File: src/rtl/pong_core.sv
// pong_core: two-player Pong game state (paddles, ball, scores, serve/play FSM)
// rendered as registered pixel colour against an external CounterX/CounterY raster.
module pong_core #(
  parameter int H_ACTIVE     = 640,
  parameter int V_ACTIVE     = 480,
  parameter int BALL_SIZE    = 16,
  parameter int PADDLE_LEN   = 112,
  parameter int SPEED        = 1,
  parameter int SERVE_FRAMES = 60,
  parameter int SCORE_MAX    = 9,
  parameter int FRAME_LINE   = 500
) (
  input  logic       clk,
  input  logic       resetn,
  input  logic [9:0] CounterX,
  input  logic [8:0] CounterY,
  input  logic       inDisplayArea,
  input  logic [1:0] quadA,
  input  logic [1:0] quadB,
  output logic       vga_R,
  output logic       vga_G,
  output logic       vga_B,
  output logic [3:0] score0,
  output logic [3:0] score1,
  output logic       game_over
);

  typedef enum logic [1:0] {
    SERVE    = 2'd0,
    PLAY     = 2'd1,
    POINT    = 2'd2,
    GAMEOVER = 2'd3
  } state_t;

  localparam int         CNT_W   = $clog2(SERVE_FRAMES + 1);
  localparam logic [9:0] BALL_X0 = 10'((H_ACTIVE - BALL_SIZE) / 2);
  localparam logic [8:0] BALL_Y0 = 9'((V_ACTIVE - BALL_SIZE) / 2);
  localparam logic [8:0] PAD_Y0  = 9'((V_ACTIVE - PADDLE_LEN) / 2);
  localparam logic [8:0] PAD_MAX = 9'(V_ACTIVE - PADDLE_LEN);
  localparam logic [9:0] STEP_X  = 10'(SPEED);
  localparam logic [8:0] STEP_Y  = 9'(SPEED);
  localparam logic [9:0] PLEN    = 10'(PADDLE_LEN);

  logic [2:0]       qa0_r, qa1_r, qb0_r, qb1_r;
  logic [8:0]       pos0_r, pos1_r;
  logic             tick_r;
  logic [3:0]       coll_r;      // {Y2, Y1, X2, X1}
  logic [3:0]       hit_s;
  state_t           state_r, stateNext_s;
  logic [CNT_W-1:0] serveCnt_r, cntNext_s;
  logic [9:0]       ballX_r, ballXNext_s;
  logic [8:0]       ballY_r, ballYNext_s;
  logic             dirX_r, dirY_r, dirXNext_s, dirYNext_s, newDirX_s, newDirY_s;
  logic [3:0]       score0Next_s, score1Next_s;
  logic             border_s, paddle0_s, paddle1_s, ball_s, bounce_s, goalRight_s;
  logic [9:0]       probeMidX_s, probeX2_s;
  logic [8:0]       probeMidY_s, probeY2_s;

  // One quadrature step: move one line in the decoded direction, clamped at both ends.
  function automatic logic [8:0] stepPos(input logic [8:0] pos, input logic [2:0] a,
                                         input logic [2:0] b);
    logic [8:0] r;
    if (!(a[2] ^ a[1] ^ b[2] ^ b[1])) begin
      r = pos;
    end else if (a[2] ^ b[1]) begin
      r = (pos >= PAD_MAX) ? PAD_MAX : pos + 9'd1;
    end else begin
      r = (pos == 9'd0) ? 9'd0 : pos - 9'd1;
    end
    return r;
  endfunction

  // Encoder synchronisers and paddle positions
  always_ff @(posedge clk or negedge resetn) begin
    if (!resetn) begin
      qa0_r  <= 3'b000;
      qa1_r  <= 3'b000;
      qb0_r  <= 3'b000;
      qb1_r  <= 3'b000;
      pos0_r <= PAD_Y0;
      pos1_r <= PAD_Y0;
    end else begin
      qa0_r  <= {qa0_r[1:0], quadA[0]};
      qa1_r  <= {qa1_r[1:0], quadA[1]};
      qb0_r  <= {qb0_r[1:0], quadB[0]};
      qb1_r  <= {qb1_r[1:0], quadB[1]};
      pos0_r <= stepPos(pos0_r, qa0_r, qb0_r);
      pos1_r <= stepPos(pos1_r, qa1_r, qb1_r);
    end
  end

  // Object decode and collision probe hits for the current raster position
  always_comb begin
    border_s    = (CounterY[8:3] == 6'd0) || (CounterY[8:3] == 6'(V_ACTIVE / 8 - 1));
    paddle0_s   = (CounterX >= 10'd16) && (CounterX <= 10'd23) && (CounterY >= pos0_r) &&
                  ({1'b0, CounterY} < ({1'b0, pos0_r} + PLEN));
    paddle1_s   = (CounterX >= 10'(H_ACTIVE - 24)) && (CounterX <= 10'(H_ACTIVE - 17)) &&
                  (CounterY >= pos1_r) && ({1'b0, CounterY} < ({1'b0, pos1_r} + PLEN));
    ball_s      = (state_r != GAMEOVER) &&
                  (CounterX >= ballX_r) && ({1'b0, CounterX} < ({1'b0, ballX_r} + 11'(BALL_SIZE))) &&
                  (CounterY >= ballY_r) && ({1'b0, CounterY} < ({1'b0, ballY_r} + 10'(BALL_SIZE)));
    bounce_s    = border_s | paddle0_s | paddle1_s;
    probeMidX_s = ballX_r + 10'(BALL_SIZE / 2);
    probeX2_s   = ballX_r + 10'(BALL_SIZE);
    probeMidY_s = ballY_r + 9'(BALL_SIZE / 2);
    probeY2_s   = ballY_r + 9'(BALL_SIZE);
    hit_s[0]    = bounce_s && (CounterX == ballX_r)     && (CounterY == probeMidY_s);
    hit_s[1]    = bounce_s && (CounterX == probeX2_s)   && (CounterY == probeMidY_s);
    hit_s[2]    = bounce_s && (CounterX == probeMidX_s) && (CounterY == ballY_r);
    hit_s[3]    = bounce_s && (CounterX == probeMidX_s) && (CounterY == probeY2_s);
    goalRight_s = ({1'b0, ballX_r} + 11'(BALL_SIZE)) > 11'(H_ACTIVE - 8);
  end

  // Frame tick and per-frame collision flags
  always_ff @(posedge clk or negedge resetn) begin
    if (!resetn) begin
      tick_r <= 1'b0;
      coll_r <= 4'b0000;
    end else begin
      tick_r <= (CounterX == 10'd0) && (CounterY == 9'(FRAME_LINE));
      coll_r <= tick_r ? 4'b0000 : (coll_r | hit_s);
    end
  end

  // Game FSM next state; everything moves only on the frame tick
  always_comb begin
    stateNext_s  = state_r;
    cntNext_s    = serveCnt_r;
    ballXNext_s  = ballX_r;
    ballYNext_s  = ballY_r;
    dirXNext_s   = dirX_r;
    dirYNext_s   = dirY_r;
    newDirX_s    = dirX_r;
    newDirY_s    = dirY_r;
    score0Next_s = score0;
    score1Next_s = score1;
    if (tick_r) begin
      case (state_r)
        SERVE: begin
          if (serveCnt_r == CNT_W'(SERVE_FRAMES - 1)) begin
            stateNext_s = PLAY;
            cntNext_s   = {CNT_W{1'b0}};
          end else begin
            cntNext_s = serveCnt_r + CNT_W'(1);
          end
        end
        PLAY: begin
          if (ballX_r < 10'd8) begin
            score1Next_s = score1 + 4'd1;
            dirXNext_s   = 1'b0;
            stateNext_s  = POINT;
          end else if (goalRight_s) begin
            score0Next_s = score0 + 4'd1;
            dirXNext_s   = 1'b1;
            stateNext_s  = POINT;
          end else begin
            // A hit flips direction before the step so the ball backs out of the object
            if (coll_r[0] && coll_r[1]) begin
              ballXNext_s = ballX_r;
            end else begin
              newDirX_s   = coll_r[1] ? 1'b1 : (coll_r[0] ? 1'b0 : dirX_r);
              dirXNext_s  = newDirX_s;
              ballXNext_s = newDirX_s ? (ballX_r - STEP_X) : (ballX_r + STEP_X);
            end
            if (coll_r[2] && coll_r[3]) begin
              ballYNext_s = ballY_r;
            end else begin
              newDirY_s   = coll_r[3] ? 1'b1 : (coll_r[2] ? 1'b0 : dirY_r);
              dirYNext_s  = newDirY_s;
              ballYNext_s = newDirY_s ? (ballY_r - STEP_Y) : (ballY_r + STEP_Y);
            end
          end
        end
        POINT: begin
          if ((score0 == 4'(SCORE_MAX)) || (score1 == 4'(SCORE_MAX))) begin
            stateNext_s = GAMEOVER;
          end else begin
            ballXNext_s = BALL_X0;
            ballYNext_s = BALL_Y0;
            dirYNext_s  = ~dirY_r;
            stateNext_s = SERVE;
          end
        end
        GAMEOVER: stateNext_s = GAMEOVER;
        default:  stateNext_s = SERVE;
      endcase
    end else begin
      stateNext_s = state_r;
    end
  end

  // Game FSM state and ball/score registers
  always_ff @(posedge clk or negedge resetn) begin
    if (!resetn) begin
      state_r    <= SERVE;
      serveCnt_r <= {CNT_W{1'b0}};
      ballX_r    <= BALL_X0;
      ballY_r    <= BALL_Y0;
      dirX_r     <= 1'b0;
      dirY_r     <= 1'b0;
      score0     <= 4'd0;
      score1     <= 4'd0;
      game_over  <= 1'b0;
    end else begin
      state_r    <= stateNext_s;
      serveCnt_r <= cntNext_s;
      ballX_r    <= ballXNext_s;
      ballY_r    <= ballYNext_s;
      dirX_r     <= dirXNext_s;
      dirY_r     <= dirYNext_s;
      score0     <= score0Next_s;
      score1     <= score1Next_s;
      game_over  <= (stateNext_s == GAMEOVER);
    end
  end

  // Registered colour, blanked outside the active area
  always_ff @(posedge clk or negedge resetn) begin
    if (!resetn) begin
      vga_R <= 1'b0;
      vga_G <= 1'b0;
      vga_B <= 1'b0;
    end else begin
      vga_R <= inDisplayArea & (border_s | paddle0_s | ball_s);
      vga_G <= inDisplayArea & (border_s | ball_s);
      vga_B <= inDisplayArea & (border_s | paddle1_s | ball_s);
    end
  end

endmodule

File: config.mk
export PLATFORM = sky130hd
export DESIGN_NAME = pong_core
export DESIGN_NICKNAME = d
export VERILOG_FILES = /design/src/rtl/pong_core.sv
export SDC_FILE = /design/constraint.sdc
export NUM_CORES = 1
export LEC_CHECK = 0
export ABC_AREA = 1
export BUFFER_PORTS_ARGS = -buffer_cell sky130_fd_sc_hd__clkbuf_2
export CAP_MARGIN = 20
export CORE_ASPECT_RATIO = 1.2
export CORE_MARGIN = 2
export CORE_UTILIZATION = 30
export DETAILED_ROUTE_END_ITERATION = 7
export GPL_TIMING_DRIVEN = 0
export MAX_ROUTING_LAYER = met4
export PLACE_DENSITY_LB_ADDON = 0.12
export SETUP_SLACK_MARGIN = 0.3
export SLEW_MARGIN = 10
export SYNTH_ARGS = -nofsm -noshare
export SYNTH_HDL_FRONTEND = slang
export SYNTH_SLANG_ARGS = --single-unit
File: constraint.sdc
create_clock -name clk -period 4.55 [get_ports clk]
set_clock_uncertainty 0.15 [all_clocks]
set_input_delay 0.91 -clock clk [delete_from_list [all_inputs] [get_ports clk]]
set_output_delay 0.91 -clock clk [all_outputs]
set_load 0.02 [all_outputs]
==> impl_metrics.csv <==
group,metric,value,unit
critical_path,end_kind,"flop",
finish,final_common_cell,"nand2_1",
synthesis,synth_nets,1079,
power_and_ir_drop,seqPwrFrac,0.309,
sta,fmax,353,MHz
clocking,hold_buffers,0,
detailed_routing,ant_nets,0,
floorplanning,die_h,173,um
finish,multi_input_area,4630,um^2
synthesis,synth-edff-count,0,
critical_path,crit_start,"coll_r[0]$_DFF_PN0_",
grt,grt_busiest_layer,"met2",
power_and_ir_drop,p_switching,1.12,mW
clocking,cts_buffers,9,
grt,grt_pass1_wl,31900,um
power_and_ir_drop,intPower,1.69,mW
power_and_ir_drop,combPwrFrac,0.398,
finish,num_antenna_cells,0,
placed_design,gp_congestion,0.804,
critical_path,required,4.68,ns
grt,met3_usage,0.0182,
critical_path,start_kind,"flop",
outcome,status,"finished clean",
detailed_routing,via_per_inst,4.68,
synthesis,synthFlopType,"dfrtp_1",
detailed_routing,wire_per_inst,14.4,um
grt,grt_overflow,0,
synthesis,yosysSeqAreaShare,0.268,
sta,finalCritPeriodShare,0.623,
min_path,whs_endpoint,"qa0_r[1]$_DFF_PN0_",
clocking,clkLatencyLatePin,0.35,ns
finish,area_delta_synth_final,13.2,%
power_and_ir_drop,pwr-share-clk,0.293,
critical_path,cp_slowest_cell,"o21ai_0",
synthesis,synth-seq-cells,76,
critical_path,cp.arrival,2.96,ns
finish,seq_area,1920,um^2
clocking,cts_root_buf,"clkbuf_16",
detailed_routing,vias,6228,
sta,tightest_slew,0.639,ns
critical_path,reg2reg_to,"ballX_r[6]$_DFFE_PN0P_",
detailed_routing,drc,0,
critical_path,slowest_delay,0.43,ns
detailed_routing,dr.pass1.iters,4,
critical_path,r2r_start,"coll_r[0]$_DFF_PN0_",
grt,antenna_found_initial,0,
clocking,cts_tree,"built",
sta,slew-limit-headroom,0.574,
min_path,hold_start,"qa0_r[0]$_DFF_PN0_",
min_path,worstHoldPathType,"flop to flop",
sta,rsz0062_at_grt,"no",
floorplanning,pin_count,38,
detailed_routing,drt-initial-drc-count,238,
power_and_ir_drop,p_leak,3.96,nW
grt,met1_usage,0.194,
power_and_ir_drop,cellPowerDensity,346,nW/um^2
clocking,ctsResizeCount,0,
critical_path,crit_chain,"inv_1 > nand2_1 > nand2_1 > inv_1 > fa_1 > o21ai_0 > a21oi_1 > o21ai_0 > or2_2 > nand3_1 > o21ai_2",
grt,grt_max_degree,51,
clocking,clock_sinks,76,
floorplanning,coreArea,23700,um^2
sta,period_needed,2.83,ns
grt,grt_util_met2,0.283,
sta,hold_viol,0,
critical_path,reg2reg_slack,1.72,ns
floorplanning,fp.dieW,145,um
sta,finalSetupTns,0,ns
critical_path,path_class,"flop to flop",
sta,slew_violations,0,
synthesis,syn_inst,957,
finish,layout-drive-gt1-share,0.139,
flow_run,drv_cap,0,
placed_design,placed_cells,1315,
min_path,hold_depth,0,
floorplanning,die_area,25200,um^2
grt,grt_use_total,0.161,
grt,first_global_vias,6338,
floorplanning,initial_core_util,0.302,
placed_design,dp_hpwl,15200,um
critical_path,reg2regPathDepth,11,
sta,final-setup-viol-count,0,
finish,final_cell_mix,"nand2_1 (177), inv_1 (127), ha_1 (94), nor2_1 (88), nand3_1 (62)",
synthesis,avgSynthCellArea,7.49,um^2
power_and_ir_drop,p_sw_frac,0.398,
finish,nets,1128,
finish,finalNonFillerCells,1331,
finish,fillers,2581,
synthesis,yosysUniqueCellTypes,46,
placed_design,io_buffers,37,
floorplanning,rows,62,
detailed_routing,wl,19100,um
critical_path,critPathMaxFanout,11,
clocking,clk_path_buf_depth,2,
synthesis,syn_area,7170,um^2
power_and_ir_drop,p_total,2.81,mW
clocking,h-tree-depth,3,
synthesis,yosys_warnings,0,
clocking,clk_pin_slew_worst_paths,0.07,ns
power_and_ir_drop,peakVddDrop,221,uV
synthesis,async_flop_share,1.00,
clocking,post-cts-setup-buffers,0,
==> state kept, by name, indices dropped and copies added (netlist names), 4 cells and up <==
| name | cells |
|---|---|
| ballX_r | 10 |
| ballY_r | 9 |
| coll_r | 4 |
| pos0_r | 9 |
| pos1_r | 9 |
| score0 | 4 |
| score1 | 4 |
| serveCnt_r | 6 |
==> per-stage QoR <==
stage / hold slack [ns] / worst slack (ns) / util / instance area [um^2]
floorplan: 0.181 / 2.17 / - / 7170
detailed placement: 0.187 / 1.52 / 0.328 / 7790
CTS: 0.203 / 1.70 / 0.342 / 8120
finish: 0.199 / 1.72 / 0.342 / 8120
global placement: 0.183 / 1.48 / 0.327 / 7760
global route: 0.205 / 1.46 / 0.342 / 8120
==> synthesized netlist by cell type (6+ instances only) <==
library cell / count / area, um^2
o221ai_1: 8 / 70.1
nand2_2: 12 / 75.1
xor2_1: 39 / 342
dfstp_2: 16 / 420
xnor2_1: 24 / 210
nand3_1: 62 / 310
buf_6: 6 / 67.6
nand2_1: 177 / 664
nor4_1: 8 / 50.1
dfrtp_1: 60 / 1500
ha_1: 94 / 1180
or2_2: 8 / 50.1
inv_1: 127 / 477
nor3_1: 19 / 95.1
o21ai_0: 44 / 220
nor2_1: 88 / 330
o21ai_2: 20 / 175
inv_2: 7 / 26.3
nand4_1: 22 / 138
a21oi_1: 56 / 280
==> kinds of logic (layout without fill, tap and decap cells) <==
logic type	Yosys count	count (layout)	share of synthesized area
XOR/XNOR	64	64	0.0792
AND/OR/NAND/NOR	411	411	0.261
AO/OA/AOI/OAI	159	159	0.136
flip-flops	76	76	0.268
buffers and inverters	151	205	0.0864
adder cells (fa/ha/maj)	96	96	0.170
==> power groups by stage <==
stage / clock network [mW] / registers, mW / logic [mW]
final: 0.823 / 0.867 / 1.12
after global routing: 0.877 / 0.879 / 1.30
after CTS: 0.854 / 0.864 / 1.13
after detailed placement: 0 / 0.874 / 1.12
after global placement: 0 / 0.877 / 1.13
after floorplan: 0 / 0.845 / 0.849
==> worst max path at each step <==
stage / end / slack, ns / depth (start not counted)
6_report: ballX_r[6]$_DFFE_PN0P_ / 1.72 / 11
5_1_grt: ballX_r[6]$_DFFE_PN0P_ / 1.46 / 11
4_1_cts: ballX_r[6]$_DFFE_PN0P_ / 1.70 / 11
3_5_place_dp: coll_r[0]$_DFF_PN0_ / 1.52 / 7
3_3_place_gp: score0[0]$_DFFE_PN0P_ / 1.48 / 1
2_1_floorplan: coll_r[2]$_DFF_PN0_ / 2.17 / 10
==> per-layer routing <==
layer	vias up	part of all wire
met5	-	0
li1	3277	-
met4	0	0.018
met3	18	0.018
met1	2872	0.46
met2	61	0.50
==> layout make-up <==
| class | count | share of cell area |
|---|---|---|
| tap | 320 | 0.0493 |
| clock inverter | 7 | 0.0129 |
| multi-input combinational | 730 | 0.570 |
| buffer | 14 | 0.0129 |
| timing repair buffer | 38 | 0.0265 |
| sequential | 76 | 0.237 |
| clock buffer | 9 | 0.0277 |
| inverter | 137 | 0.0634 |
==> critical path: cells and delay by family, from the launching register on <==
| kind | cells | cell delay (ns) |
|---|---|---|
| simple gates | 4 | 0.68 |
| buf+inv | 2 | 0.18 |
| compound gates | 4 | 0.95 |
| flops | 1 | 0.38 |
| fa+ha+maj | 1 | 0.41 |
No activity file was read; power rests on OpenSTA's default activity.
